<file path="config.mk">
export PLATFORM = sky130hd
export DESIGN_NAME = intc_responder
export DESIGN_NICKNAME = d
export VERILOG_FILES = /design/src/rtl/intc_pkg.sv /design/src/rtl/intc_prio_enc.sv /design/src/rtl/intc_responder.sv
export SDC_FILE = /design/constraint.sdc
export NUM_CORES = 1
export LEC_CHECK = 0
export BUFFER_PORTS_ARGS = -buffer_cell sky130_fd_sc_hd__buf_4
export CAP_MARGIN = 40
export CORE_ASPECT_RATIO = 1.75
export CORE_MARGIN = 8
export CORE_UTILIZATION = 46
export DETAILED_ROUTE_END_ITERATION = 12
export PLACE_DENSITY = 0.89
export SYNTH_ARGS = -nofsm -noshare
export SYNTH_HDL_FRONTEND = slang
export SYNTH_HIERARCHICAL = 1
export SYNTH_SLANG_ARGS = --single-unit
</file>
<file path="constraint.sdc">
create_clock -name clk -period 4.2 [get_ports clk]
set_input_delay 0.21 -clock clk [delete_from_list [all_inputs] [get_ports clk]]
set_output_delay 0.21 -clock clk [all_outputs]
set_load 0.1 [all_outputs]
</file>
<file path="src/rtl/intc_pkg.sv">
// Shared definitions for the intc_responder interrupt controller:
// register offsets, VECTOR layout and the register-window decode helper.
package intc_pkg;

  localparam logic [3:0] OFF_PENDING = 4'h0;
  localparam logic [3:0] OFF_MASK    = 4'h4;
  localparam logic [3:0] OFF_VECTOR  = 4'h8;
  localparam logic [3:0] OFF_EOI     = 4'hC;

  localparam int VECTOR_VALID_BIT = 31;
  localparam int MAX_NSRC         = 16;
  localparam int ID_W             = $clog2(MAX_NSRC);

  typedef enum logic [1:0] {
    REG_PENDING,
    REG_MASK,
    REG_VECTOR,
    REG_EOI
  } reg_e;

  // Maps the word index addr[3:2] to a register; byte lanes never matter.
  function automatic reg_e decode_reg(input logic [1:0] word);
    reg_e r;
    case ({word, 2'b00})
      OFF_MASK:   r = REG_MASK;
      OFF_VECTOR: r = REG_VECTOR;
      OFF_EOI:    r = REG_EOI;
      default:    r = REG_PENDING;
    endcase
    return r;
  endfunction

endpackage

</file>
<file path="src/rtl/intc_prio_enc.sv">
// Lowest-index-first priority encoder: reports whether any request is set
// and the index of the lowest-numbered one.
module intc_prio_enc
  import intc_pkg::*;
#(
  parameter int N = 8
) (
  input  logic [N-1:0]    req,
  output logic            valid,
  output logic [ID_W-1:0] id
);

  // Scanning downwards lets the lowest set index overwrite any higher one.
  always_comb begin
    valid = 1'b0;
    id    = '0;
    for (int i = N - 1; i >= 0; i--) begin
      if (req[i]) begin
        valid = 1'b1;
        id    = ID_W'(i);
      end
    end
  end

endmodule

</file>
<file path="src/rtl/intc_responder.sv">
// Memory-mapped interrupt controller on the CPU data bus.
// Define INTC_SYNC_EN to put a 2-flop synchroniser on every source line.
module intc_responder
  import intc_pkg::*;
#(
  parameter int          NSRC      = 8,
  parameter logic [31:0] BASE_ADDR = 32'h0000_0100
) (
  input  logic            clk,
  input  logic            reset,
  input  logic            wren,
  input  logic [31:0]     addr,
  input  logic [31:0]     dataIn,
  output logic [31:0]     dataOut,
  input  logic [NSRC-1:0] src,
  output logic            intr
);

`ifdef INTC_SYNC_EN
  localparam int CHAIN = 3;
`else
  localparam int CHAIN = 1;
`endif

  logic            sel;
  logic            wr;
  reg_e            reg_id;
  logic [NSRC-1:0] s;
  logic [NSRC-1:0] s_q;
  logic [NSRC-1:0] det;
  logic [NSRC-1:0] pending;
  logic [NSRC-1:0] mask;
  logic [NSRC-1:0] active;
  logic [NSRC-1:0] w1c_clr;
  logic [NSRC-1:0] eoi_clr;
  logic [CHAIN-1:0] primed;
  logic            vec_valid;
  logic [ID_W-1:0] vec_id;
  logic            unused_bits;

  assign sel    = (addr[31:4] == BASE_ADDR[31:4]);
  assign reg_id = decode_reg(addr[3:2]);
  assign wr     = wren & sel;

  assign unused_bits = ^{addr[1:0], dataIn};

`ifdef INTC_SYNC_EN
  logic [NSRC-1:0] sync1;
  logic [NSRC-1:0] sync2;

  always_ff @(posedge clk or negedge reset) begin
    if (!reset) begin
      sync1 <= '0;
      sync2 <= '0;
    end else begin
      sync1 <= src;
      sync2 <= sync1;
    end
  end

  assign s = sync2;
`else
  assign s = src;
`endif

  // Edge detection stays blocked until every flop in the source path holds a
  // post-reset sample, so levels already high during reset are not seen as edges.
  always_ff @(posedge clk or negedge reset) begin
    if (!reset) begin
      s_q    <= '0;
      primed <= '0;
    end else begin
      s_q    <= s;
      primed <= (primed << 1) | CHAIN'(1);
    end
  end

  assign det = primed[CHAIN-1] ? (s & ~s_q) : '0;

  always_comb begin
    w1c_clr = '0;
    eoi_clr = '0;
    if (wr && reg_id == REG_PENDING) begin
      w1c_clr = dataIn[NSRC-1:0];
    end
    if (wr && reg_id == REG_EOI) begin
      for (int i = 0; i < NSRC; i++) begin
        eoi_clr[i] = (dataIn[3:0] == 4'(i));
      end
    end
  end

  // A new edge is OR-ed in after the clear so it survives a colliding clear.
  always_ff @(posedge clk or negedge reset) begin
    if (!reset) begin
      pending <= '0;
    end else begin
      pending <= (pending & ~(w1c_clr | eoi_clr)) | det;
    end
  end

  always_ff @(posedge clk or negedge reset) begin
    if (!reset) begin
      mask <= '0;
    end else if (wr && reg_id == REG_MASK) begin
      mask <= dataIn[NSRC-1:0];
    end
  end

  assign active = pending & mask;

  always_ff @(posedge clk or negedge reset) begin
    if (!reset) begin
      intr <= 1'b0;
    end else begin
      intr <= |active;
    end
  end

  intc_prio_enc #(
    .N(NSRC)
  ) u_prio (
    .req  (active),
    .valid(vec_valid),
    .id   (vec_id)
  );

  always_comb begin
    dataOut = '0;
    if (sel) begin
      case (reg_id)
        REG_PENDING: dataOut = 32'(pending);
        REG_MASK:    dataOut = 32'(mask);
        REG_VECTOR: begin
          dataOut[VECTOR_VALID_BIT] = vec_valid;
          dataOut[ID_W-1:0]         = vec_id;
        end
        default:     dataOut = '0;
      endcase
    end
  end

endmodule

</file>
# Word-level counts from Yosys, hierarchy flattened
# Index checks and enable logic that the tools add are counted.
[word_totals]
ff_bits = 26
latch_bits = 0
mem_bits_rw = 0
mem_bits_ro = 0
input_bits = 75
n_memories = 0
[classes]
addsub = 0
n_mul = 0
div = 0
magnitude_cmp = 0
eq_ne = 14
shift = 0
muxes = 24
bitwise = 8
n_reduce_logical = 6
[ops]
columns = ["op", "n"]
rows = [
  ["two-way mux 32 bit", 1],
  ["== test 28 x 5 -> 1 bit (second input constant)", 1],
  ["bitwise AND 8 bit", 3],
  ["two-way mux 3 bit", 8],
  ["two-way mux 8 bit", 3],
  ["== test 4 x 3 -> 1 bit (second input constant)", 4],
  ["NOT 8 bit", 2],
  ["bitwise OR 8 bit", 2],
  ["case mux 4 bit (3 select lines)", 1],
  ["two-way mux 1 bit", 9],
  ["== test 2 bit (second input constant)", 4],
  ["== test 4 x 2 -> 1 bit (second input constant)", 2],
  ["case mux 4 bit (2 select lines)", 1],
  ["OR reduction 8 bit", 1],
  ["case mux 2 bit (3 select lines)", 1],
  ["== test 2 x 1 -> 1 bit (second input constant)", 2],
  ["== test 4 x 1 -> 1 bit (second input constant)", 1],
  ["logical NOT 4 bit", 1],
  ["logical AND 1 bit", 3],
  ["logical NOT 2 bit", 1],
  ["bitwise AND 1 bit", 1],
]

# Logic depth before layout (Yosys ltp)
[logic_depth]
depth_word = 11
ltp_mapped = 6
mapped_depth_nobuf = 6

# By module
# The synthesis kept the hierarchy.
[modules_own_cells]
columns = ["mod", "instances", "cells_each", "area_each_um2"]
rows = [
  ["intc_responder", 1, 152, 1582.8],
  ["intc_prio_enc", 1, 15, 91.3],
]

# Worst setup path before layout
# No wires, ideal clock.
[synth_path]
kind = "input -> output"
from = "input port addr[11]"
to = "output port dataOut[4]"
t_arrival_ps = 3208
t_required_ps = 3990
path_slack_ps = 782
cell_stages = 6
path_cell_list = "nor4b_2 nand4_1 or2_1 buf_6 buf_8 nor3_1"
[synth_via]
elab_chain_len = 2
[synth_lines]
columns = ["item", "line", "text"]
rows = [
  ["from (decl)", "intc_responder.sv:12", "input logic [31:0] addr,"],
  ["== test 28 x 5 -> 1 bit", "intc_responder.sv:41", "assign sel = (addr[31:4] == BASE_ADDR[31:4]);"],
  ["two-way mux 32 bit", "intc_responder.sv:130", "if (sel) begin"],
  ["to (decl)", "intc_responder.sv:14", "output logic [31:0] dataOut,"],
]
# No other way between the ends.

# Worst setup path after layout
[layout_path]
from = "input port addr[15]"
to = "output port dataOut[5]"
# The elaborated chain is that of the path after synthesis.

==> impl_metrics.py <==
metrics = {
    "grt": {
        "grt_use_total_pct": 14.7,
        "grt_overflow_total": 0,
        "grt_pass1_wl_um": 6670,
        "grt_max_degree": 27,
        "grt_pass1_vias": 1487,
        "antenna_found_initial": 0,
    },
    "clock_tree": {
        "cts-root-buf": "clkbuf_8",
        "path_clk_slew_ns": 0.09,
        "clock_latency_ns": 0.27,
        "numClockSinks": 26,
        "htree_levels": 1,
        "cts_tree": "built",
        "cts_buffer_depth": 2,
        "post_cts_buffers": 0,
        "numCtsBuffers": 3,
    },
    "floorplan": {
        "core_um2": 3560,
        "die_w_um": 61.6,
        "start_util_pct": 47.1,
        "pin_count": 108,
        "die_h_um": 95.8,
        "die_area_um2": 5900,
        "rows": 29,
    },
    "place": {
        "port_buffers": 58,
        "place.gp.congestion": 0.874,
        "dp_hpwl_um": 3460,
    },
    "power": {
        "power_frac_seq_pct": 44.5,
        "ir_drop_v": 0.000301,
        "switching_power_uw": 198,
        "p_sw_share_pct": 34.4,
        "powerDensity_nw_per_um2": 273,
        "p_int_uw": 377,
        "p_comb_share_pct": 27.3,
        "power_frac_clock_pct": 28.2,
        "p_leak_uw": 0.00102,
    },
    "timing": {
        "finClkSkew_ns": 0.00650,
        "finalSetupViolations": 0,
        "worst_slew_pin_slew_ns": 0.658,
        "tns_ns": 0,
        "drv_slew": 0,
        "slew_headroom_pct": 56.1,
        "finalHoldViolCount": 0,
        "fin_crit_ns": 2.17,
        "min_period_over_period_pct": 51.6,
        "fmax_ghz": 0.461,
        "rsz0062_at_grt": "false",
    },
    "status": {
        "outcome": "finished clean",
    },
    "setup_path": {
        "path_delay_family": "simple AND/OR/NAND/NOR gates",
        "crit_path_max_incr_delay_ns": 0.52,
        "cp_num_buf_inv": 2,
        "cp_common_cell": "buf_4",
        "cp.arrival_ns": 1.96,
        "crit_chain": "buf_4 > nor4_1 > nand4_1 > or2_1 > nor3_1 > buf_4",
        "critPathRequiredTime_ns": 3.99,
        "path_max_fanout": 17,
        "crit_slowest_cell": "or2_1",
        "startpoint_type": "input pin",
        "end_kind": "output pin",
        "critical_path_class": "input pin to output pin",
    },
    "yosys": {
        "synth-async-reset-ratio_pct": 100,
        "yosysSeqAreaShare_pct": 38.9,
        "synth_flop_cell": "dfrtp_1",
        "ys_ff_latch": 26,
        "syn_area_per_cell_um2": 10.0,
        "synth_edf_count": 0,
        "synth.distinct_cells": 36,
        "yosys_warnings": 6,
        "netlist_instances": 167,
        "netlist_area_um2": 1670,
    },
    "job": {
        "cap_violations": 0,
    },
    "drt": {
        "vias": 1402,
        "drc": 0,
        "antenna_left": 0,
        "wire_per_inst_um": 16.2,
        "drtPass1Iterations": 4,
        "drt-total-wl_um": 4390,
        "via_per_inst": 5.17,
        "first_iter_violations": 28,
    },
    "layout": {
        "n_antenna_cell": 0,
        "final_common_cell": "buf_4",
        "area_growth_pct": 25.7,
        "nets": 301,
        "fin_util_pct": 59.2,
        "drive_gt1_share_pct": 34.2,
        "layout_common_cells": "buf_4, dfrtp_1, conb_1",
    },
    "min_path": {
        "hold_path_class": "input pin to flop",
    },
}
[routing by layer]
metal / global-route usage [%] / wire length (um) / vias up
met2: 27.5 / 2450 / 48
met1: 14.7 / 1580 / 677
li1: - / - / 669
met5: 0 / 0 / -
met3: 2.01 / 259 / 8
met4: 7.84 / 101 / 0
[power by group through the flow]
stage	registers (uW)	clock network (uW)	logic, uW
3_3_place_gp	261	0	153
2_1_floorplan	261	0	125
5_1_grt	257	171	164
4_1_cts	256	162	156
3_5_place_dp	261	0	155
6_report	256	162	157
[stage by stage]
step / area, um2 / instances / hold WS (ns) / worst slack (ns) / power [uW]
detailed placement: 2030 / 265 / 0.133 / 2.03 / 416
CTS: 2100 / 270 / 0.0447 / 2.03 / 574
global route: 2100 / 271 / 0.0393 / 1.88 / 592
floorplan: 1760 / 189 / -0.0856 / 0.782 / 386
global placement: 2030 / 265 / 0.132 / 2.05 / 414
finish: 2100 / 271 / 0.0404 / 2.03 / 576
[cell usage after synthesis, types with 2 or more instances]
cell type / count / area share, %
nor2b_1: 9 / 3.4
buf_4: 24 / 11
nor4_2: 3 / 2.2
mux2i_1: 8 / 4.8
inv_1: 5 / 1.1
nor4_1: 5 / 1.9
nand2_1: 4 / 0.90
a21boi_0: 4 / 1.8
nor2_1: 13 / 2.9
conb_1: 3 / 0.67
a221oi_1: 4 / 2.1
and3b_1: 3 / 1.6
mux2_2: 8 / 5.4
nand3_1: 3 / 0.90
dfrtp_1: 26 / 39
nor3_1: 4 / 1.2
nand3b_1: 2 / 0.90
and2_1: 9 / 3.4
a21oi_1: 5 / 1.5
or4_1: 2 / 0.90
a221o_1: 8 / 4.8
[cell families after synthesis]
kind of cell	synth area share [%]
muxes	10.2
other	0.673
AOI/OAI and AO/OA	11.9
DFF	38.9
and+or+nand+nor	24.4
buffers and inverters	14.0
[worst paths after layout]
check / startpoint / end / slack (ns) / depth (start not counted)
hold reg to reg: mask[4]$_DFFE_PN0P_ / mask[4]$_DFFE_PN0P_ / 0.54 / 1
hold / removal: src[5] / s_q[5]$_DFF_PN0_ / 0.04 / 1
min in group asynchronous: reset / pending[6]$_DFF_PN0_ / 0.37 / 2
setup / recovery: addr[15] / dataOut[5] / 2.03 / 6
max in group asynchronous: reset / mask[0]$_DFFE_PN0P_ / 3.58 / 2
setup reg to reg: pending[4]$_DFF_PN0_ / intr$_DFF_PN0_ / 2.50 / 3
[flip-flops by register name (all words and copies together) (netlist names)]
| signal | cells |
|---|---|
| pending | 8 |
| s_q | 8 |
| mask | 8 |
| intr | 1 |
| primed | 1 |
[final cells by class]
class	count	area, um2
Clock buffer	4	55.1
Inverter	5	18.8
Fill cell	324	1450
Multi-Input combinational cell	130	872
Tap cell	46	57.6
Timing Repair Buffer	60	450
Sequential cell	26	651
[repair_timing]
| item | in CTS | in global routing |
|---|---|---|
| hold buffers | 1 | 0 |
| endpoints found under the hold margin | 26 | 0 |
| endpoints found under the setup margin | 0 | 0 |
| resized for setup | 0 | 0 |
Power figures use the tool's default switching activity.
